`config.mk`:
```
export PLATFORM = sky130hd
export DESIGN_NAME = multicycle_control_unity
export DESIGN_NICKNAME = d
export VERILOG_FILES = /design/src/rtl/multicycle_control_unity.sv
export SDC_FILE = /design/constraint.sdc
export NUM_CORES = 1
export LEC_CHECK = 0
export ABC_CLOCK_PERIOD_IN_PS = 1800
export BUFFER_PORTS_ARGS = -buffer_cell sky130_fd_sc_hd__clkbuf_2
export CAP_MARGIN = 10
export CORE_MARGIN = 4
export CORE_UTILIZATION = 45
export CTS_CLUSTER_SIZE = 24
export DETAILED_ROUTE_END_ITERATION = 8
export PLACE_DENSITY = 0.71
export SETUP_SLACK_MARGIN = 0.05
export SLEW_MARGIN = 20
export SYNTH_ARGS = -nofsm -noshare
export SYNTH_HDL_FRONTEND = slang
export SYNTH_SLANG_ARGS = --single-unit
```
`constraint.sdc`:
```
create_clock -name clk -period 1.8 [get_ports clk]
set_input_delay 0.18 -clock clk [delete_from_list [all_inputs] [get_ports clk]]
set_output_delay 0.18 -clock clk [all_outputs]
set_load 0.05 [all_outputs]
```
`src/rtl/multicycle_control_unity.sv`:
```
// multicycle_control_unity: multi-cycle RV32I control sequencer.
// Walks FETCH/DECODE/EXEC/MEM/WB, latches opcode/funct3/funct7 once per
// instruction and drives the datapath controls from the current state.
// Optional feature macro: CONTROL_UNITY_TRAP_EN adds a TRAP state and the
// illegal_instr port; without it unknown opcodes retire as a NOP.
module multicycle_control_unity #(
    parameter int ALU_CTRL_W  = 4,
    parameter int DATABUS_W   = 3,
    parameter int MEM_TIMEOUT = 16
) (
    input  logic                  clk,
    input  logic                  rst,
    input  logic [6:0]            opcode,
    input  logic [2:0]            funct3,
    input  logic [6:0]            funct7,
    input  logic                  mem_ready,
    output logic                  mem_req,
    output logic                  ir_w_enable,
    output logic                  pc_w_enable,
    output logic                  register_w_enable,
    output logic                  imm_rd,
    output logic [ALU_CTRL_W-1:0] alu_control,
    output logic                  alu_mux_in,
    output logic                  alu_mux_out,
    output logic                  ram_w_enable,
    output logic                  br_mux_inv,
    output logic                  br_enable,
    output logic [DATABUS_W-1:0]  databus,
`ifdef CONTROL_UNITY_TRAP_EN
    output logic                  illegal_instr,
`endif
    output logic                  mem_timeout
);

    localparam int CNT_W = (MEM_TIMEOUT > 0) ? $clog2(MEM_TIMEOUT + 1) : 1;

    localparam logic [6:0] OP_R   = 7'b0110011;
    localparam logic [6:0] OP_I   = 7'b0010011;
    localparam logic [6:0] OP_L   = 7'b0000011;
    localparam logic [6:0] OP_S   = 7'b0100011;
    localparam logic [6:0] OP_B   = 7'b1100011;
    localparam logic [6:0] OP_LUI = 7'b0110111;

    typedef enum logic [2:0] {
        S_FETCH,
        S_DECODE,
        S_EXEC,
        S_MEM,
        S_WB
`ifdef CONTROL_UNITY_TRAP_EN
        , S_TRAP
`endif
    } state_t;

    state_t             state_q, state_d;
    logic [6:0]         opcode_q, opcode_d;
    logic [2:0]         funct3_q, funct3_d;
    logic [6:0]         funct7_q, funct7_d;
    logic [CNT_W-1:0]   cnt_q, cnt_d;

    logic               is_r, is_i, is_l, is_s, is_b, is_lui;
    logic               use_imm;
    logic               timeout_hit;
    logic [3:0]         alu_op;
    logic               unused_f7;

    function automatic logic op_known(input logic [6:0] op);
        return (op == OP_R) || (op == OP_I) || (op == OP_L) ||
               (op == OP_S) || (op == OP_B) || (op == OP_LUI);
    endfunction

    assign is_r    = (opcode_q == OP_R);
    assign is_i    = (opcode_q == OP_I);
    assign is_l    = (opcode_q == OP_L);
    assign is_s    = (opcode_q == OP_S);
    assign is_b    = (opcode_q == OP_B);
    assign is_lui  = (opcode_q == OP_LUI);
    assign use_imm = is_i || is_l || is_s || is_lui;

    // Only funct7[5] selects an ALU variant; the remaining bits are latched but unused.
    assign unused_f7 = ^{funct7_q[6], funct7_q[4:0]};

    // ALU operation for the latched instruction (loads/stores/unknown default to add).
    always_comb begin
        alu_op = 4'b0000;
        if (is_r) begin
            alu_op = {funct7_q[5], funct3_q};
        end else if (is_i) begin
            alu_op = {(funct3_q == 3'b101) ? funct7_q[5] : 1'b0, funct3_q};
        end else if (is_b) begin
            case (funct3_q[2:1])
                2'b00:   alu_op = 4'b1000;
                2'b10:   alu_op = 4'b0010;
                2'b11:   alu_op = 4'b0011;
                default: alu_op = 4'b0000;
            endcase
        end else if (is_lui) begin
            alu_op = 4'b1111;
        end
    end

    // Next-state and per-state controls; everything is forced to 0 while rst is high.
    always_comb begin
        state_d           = state_q;
        opcode_d          = opcode_q;
        funct3_d          = funct3_q;
        funct7_d          = funct7_q;
        cnt_d             = cnt_q;
        timeout_hit       = 1'b0;
        mem_req           = 1'b0;
        ir_w_enable       = 1'b0;
        pc_w_enable       = 1'b0;
        register_w_enable = 1'b0;
        imm_rd            = 1'b0;
        alu_control       = '0;
        alu_mux_in        = 1'b0;
        alu_mux_out       = 1'b0;
        ram_w_enable      = 1'b0;
        br_mux_inv        = 1'b0;
        br_enable         = 1'b0;
        databus           = '0;
        mem_timeout       = 1'b0;
`ifdef CONTROL_UNITY_TRAP_EN
        illegal_instr     = 1'b0;
`endif
        if (!rst) begin
            timeout_hit = (MEM_TIMEOUT != 0) &&
                          ((state_q == S_FETCH) || (state_q == S_MEM)) &&
                          (cnt_q == CNT_W'(MEM_TIMEOUT));
            if (timeout_hit) begin
                mem_timeout = 1'b1;
                state_d     = S_FETCH;
            end else begin
                unique case (state_q)
                    S_FETCH: begin
                        mem_req = 1'b1;
                        if (mem_ready) begin
                            ir_w_enable = 1'b1;
                            state_d     = S_DECODE;
                        end
                    end
                    S_DECODE: begin
                        opcode_d = opcode;
                        funct3_d = funct3;
                        funct7_d = funct7;
`ifdef CONTROL_UNITY_TRAP_EN
                        state_d  = op_known(opcode) ? S_EXEC : S_TRAP;
`else
                        state_d  = S_EXEC;
`endif
                    end
                    S_EXEC: begin
                        alu_control = ALU_CTRL_W'(alu_op);
                        imm_rd      = use_imm;
                        alu_mux_in  = use_imm;
                        if (is_b) begin
                            br_enable   = 1'b1;
                            br_mux_inv  = funct3_q[0];
                            pc_w_enable = 1'b1;
                            state_d     = S_FETCH;
                        end else if (is_l || is_s) begin
                            state_d = S_MEM;
                        end else begin
                            state_d = S_WB;
                        end
                    end
                    S_MEM: begin
                        mem_req      = 1'b1;
                        ram_w_enable = is_s;
                        databus      = DATABUS_W'(funct3_q);
                        if (mem_ready) begin
                            pc_w_enable = is_s;
                            state_d     = is_s ? S_FETCH : S_WB;
                        end
                    end
                    S_WB: begin
                        register_w_enable = op_known(opcode_q);
                        pc_w_enable       = 1'b1;
                        alu_mux_out       = is_l;
                        if (is_l) databus = DATABUS_W'(funct3_q);
                        state_d           = S_FETCH;
                    end
`ifdef CONTROL_UNITY_TRAP_EN
                    S_TRAP: begin
                        illegal_instr = 1'b1;
                    end
`endif
                    default: state_d = S_FETCH;
                endcase
            end
            if ((state_d != state_q) || timeout_hit) begin
                cnt_d = '0;
            end else if (mem_req && !mem_ready) begin
                cnt_d = cnt_q + CNT_W'(1);
            end
        end
    end

    // State, latched instruction fields and wait counter.
    always_ff @(posedge clk or posedge rst) begin
        if (rst) begin
            state_q  <= S_FETCH;
            opcode_q <= '0;
            funct3_q <= '0;
            funct7_q <= '0;
            cnt_q    <= '0;
        end else begin
            state_q  <= state_d;
            opcode_q <= opcode_d;
            funct3_q <= funct3_d;
            funct7_q <= funct7_d;
            cnt_q    <= cnt_d;
        end
    end

endmodule

```
==> results.py <==
metrics = {
    "cts": {
        "clock_sinks": 19,
        "cts_tree": "built",
        "cts_buffers": 3,
        "hold_buffers": 0,
        "ctsLongestPathBuffers": 2,
        "cts-root-buf": "clkbuf_4",
        "worstSkewPairLatency_ps": 310,
        "path_clk_slew_ps": 110,
        "htreeDepth": 1,
    },
    "power_and_ir_drop": {
        "p_sw_w": 0.00150,
        "power.density_nw_per_um2": 1350,
        "clkPwrFrac_pct": 7.4,
        "combPwrFrac_pct": 67.1,
        "peakVddDrop_mv": 1.39,
        "p_sw_share_pct": 47.9,
        "p_total_w": 0.00314,
        "p_int_w": 0.00164,
        "seqPwrFrac_pct": 25.5,
        "leakage_nw": 0.973,
    },
    "timing": {
        "finalSetupViolations": 20,
        "final-hold-violation-count": 0,
        "finClkSkew_ps": 1.06,
        "fmax_mhz": 458,
        "timing.final.crit_share_pct": 121,
        "min_period_ps": 2180,
        "worst-slew-pin-transition_ps": 383,
        "rsz0062_at_grt": "yes",
        "maxSlewHeadroom_pct": 73.8,
        "slew_violations": 0,
        "setup_ws_ps": -381,
    },
    "setup_path": {
        "worstPathRequired_ps": 1620,
        "crit_arrival_ps": 2000,
        "crit_family": "simple AND/OR/NAND/NOR gates",
        "endpoint": "databus[1]",
        "worstSetupPathType": "register to primary output",
        "r2r-end": "cnt_q[2]",
        "crit_buf_inv": 1,
        "slowest_stage": "or4_4",
        "critPathLaunchType": "register",
        "r2r-start": "cnt_q[1]",
        "path_cells": "or4_4 > o32ai_4 > and2_4 > clkbuf_16",
        "worstPathMaxFanout": 3,
        "max_stage_delay_ps": 590,
        "worst-path-stages": 4,
        "worstSetupStartpoint": "opcode_q[2]",
        "worst_r2r_path_depth": 8,
        "r2r_slack_ps": -10,
        "crit_path_end_kind": "primary output",
    },
    "detailed_routing": {
        "via_per_inst": 6.03,
        "wirelength_um": 5120,
        "drtAntennaViolNets": 0,
        "wl_per_cell_um": 21.5,
        "dr.first_iter.drc_count": 59,
        "dr.pass1.iters": 4,
        "dr_total_vias": 1434,
        "route.detailed.drc": 0,
    },
    "cells_and_area": {
        "final_util_pct": 84.6,
        "final_area_sq_um": 2330,
        "n_antenna_cell": 0,
        "final_nets": 230,
        "drive_gt1_share_pct": 65.7,
        "fin_cells": 238,
        "area_growth_pct": 81.0,
    },
    "global_routing": {
        "grtUsageTotal_pct": 25.7,
        "grt_max_degree": 22,
        "grt_pass1_wl_um": 7020,
        "grt_overflow": 0,
        "antenna_found_initial": 0,
        "grt_pass1_vias": 1490,
    },
    "min_path": {
        "hold_path_class": "input pin to register",
        "hold_path_depth": 3,
    },
    "die": {
        "start_util_pct": 46.7,
        "std_cell_rows": 19,
        "die_y_um": 61.5,
        "dieArea_sq_um": 3780,
        "core-area_sq_um": 2760,
        "io_pins": 38,
        "die_width_um": 61.5,
    },
    "synth": {
        "ys_types": 47,
        "yosysMostFrequentCell": "dfrtp_1",
        "avgSynthCellArea_sq_um": 9.21,
        "yosysTopAreaCell": "dfrtp_1",
        "synth_top_cell_area_share_pct": 36.9,
        "synth-seq-cells": 19,
        "yosysWarnings": 0,
        "synth_nets": 162,
        "synth_common_cells": "dfrtp_1, nand2_1, inv_1, nand3_1",
        "ys_seq_area_share_pct": 36.9,
        "ys.flop_type": "dfrtp_1",
        "async_reset_ff_share_pct": 100,
        "syn_inst": 140,
        "synth_edf_count": 0,
        "synth_area_sq_um": 1290,
        "yosys-top-cells-area": "dfrtp_1, mux2_2, nand2_1, nand3_1, o21ai_0",
    },
    "place": {
        "dp_cells": 219,
        "gp_congestion": 0.883,
        "placed_cell_area_sq_um": 1760,
        "io_buffers": 31,
        "dp_hpwl_um": 2620,
    },
    "run_status": {
        "status": "finished, violations left",
        "violations": "setup timing",
    },
    "run": {
        "cap_violations": 0,
    },
}
==> sequential cells by signal (all words and copies together), names as in the netlist <==
name	count
funct7_q	1
state_q	3
funct3_q	3
opcode_q	7
cnt_q	5
==> power by group through the flow <==
stage	registers, W	clock network (W)	logic (W)
after detailed placement	0.000774	0	0.00152
after global placement	0.000759	0	0.00147
after CTS	0.000769	0.000231	0.00183
after floorplan	0.000766	0	0.00101
after global routing	0.000819	0.000248	0.00221
final	0.000802	0.000233	0.00211
==> cell families (layout without fill, tap and decap cells) <==
logic type	Yosys count	in the layout	share of synthesized area [%]
simple gates	61	61	29.5
compound gates	29	29	15.3
flops	19	19	36.9
buf+inv	18	85	7.18
mux	9	9	7.77
fa+ha+maj	2	2	1.94
xor+xnor	2	2	1.36
==> how the worst min path moves through the flow <==
stage	to	start	slack (ps)
finish	funct3_q[1]	funct3[1]	70
global route	funct3_q[1]	funct3[1]	70
CTS	funct3_q[1]	funct3[1]	80
detailed placement	funct3_q[1]	funct3[1]	400
global placement	funct3_q[1]	funct3[1]	390
floorplan	cnt_q[0]	rst	230
==> layer usage <==
layer  GRT usage, %  routed length, um  vias up  share of wire (%)
met5              0                  0        -                  0
met4           17.3                252        0                4.9
met3           4.61                352       23                6.9
met2           45.9               2750       77                 54
met1           27.2               1760      701                 34
li1               -                  -      633                  -
==> timing repair <==
action,CTS,global route
gates resized for setup,70,31
buffers inserted,13,4
setup endpoints to repair,20,26
pin swaps,15,10
==> per-stage QoR <==
| step | setup WS (ps) | hold slack [ps] | setup TNS (ps) |
|---|---|---|---|
| finish | -381 | 74.6 | -4470 |
| global placement | -117 | 390 | -364 |
| detailed placement | -136 | 405 | -448 |
| floorplan | -70.5 | 226 | -227 |
| global route | -570 | 67.4 | -5910 |
| CTS | -303 | 76.7 | -3610 |
==> layout by cell type (no fill, tap or decap), types with 3 or more instances in the layout <==
cell and n:
clkbuf_16 6, o21ai_2 3, nor2_2 3, nand2_1 14, nand3_1 5, buf_8 12
inv_1 5, clkbuf_2 13, clkbuf_4 3, and2_4 4, mux2_2 8, buf_4 31
nor2_4 4, buf_6 9, nand2b_1 3, dfrtp_1 18, o21ai_0 6
==> final cells by class <==
type,count,area [sq um]
tap,31,38.8
clock buffer,3,22.5
multi-input combinational,103,998
sequential,19,477
inverter,9,41.3
timing repair buffer,72,749
fill,124,425
clock inverter,1,5.00
==> worst reg2reg max path, cell delays in order (launching register included) <==
cell,delay [ps]
dfrtp_1,390
inv_2,60
ha_4,150
and4bb_2,240
nand2b_4,170
buf_6,140
buf_6,110
or3_4,360
o2bb2ai_2,130
Note: power is estimated with default switching activity, not from simulation.
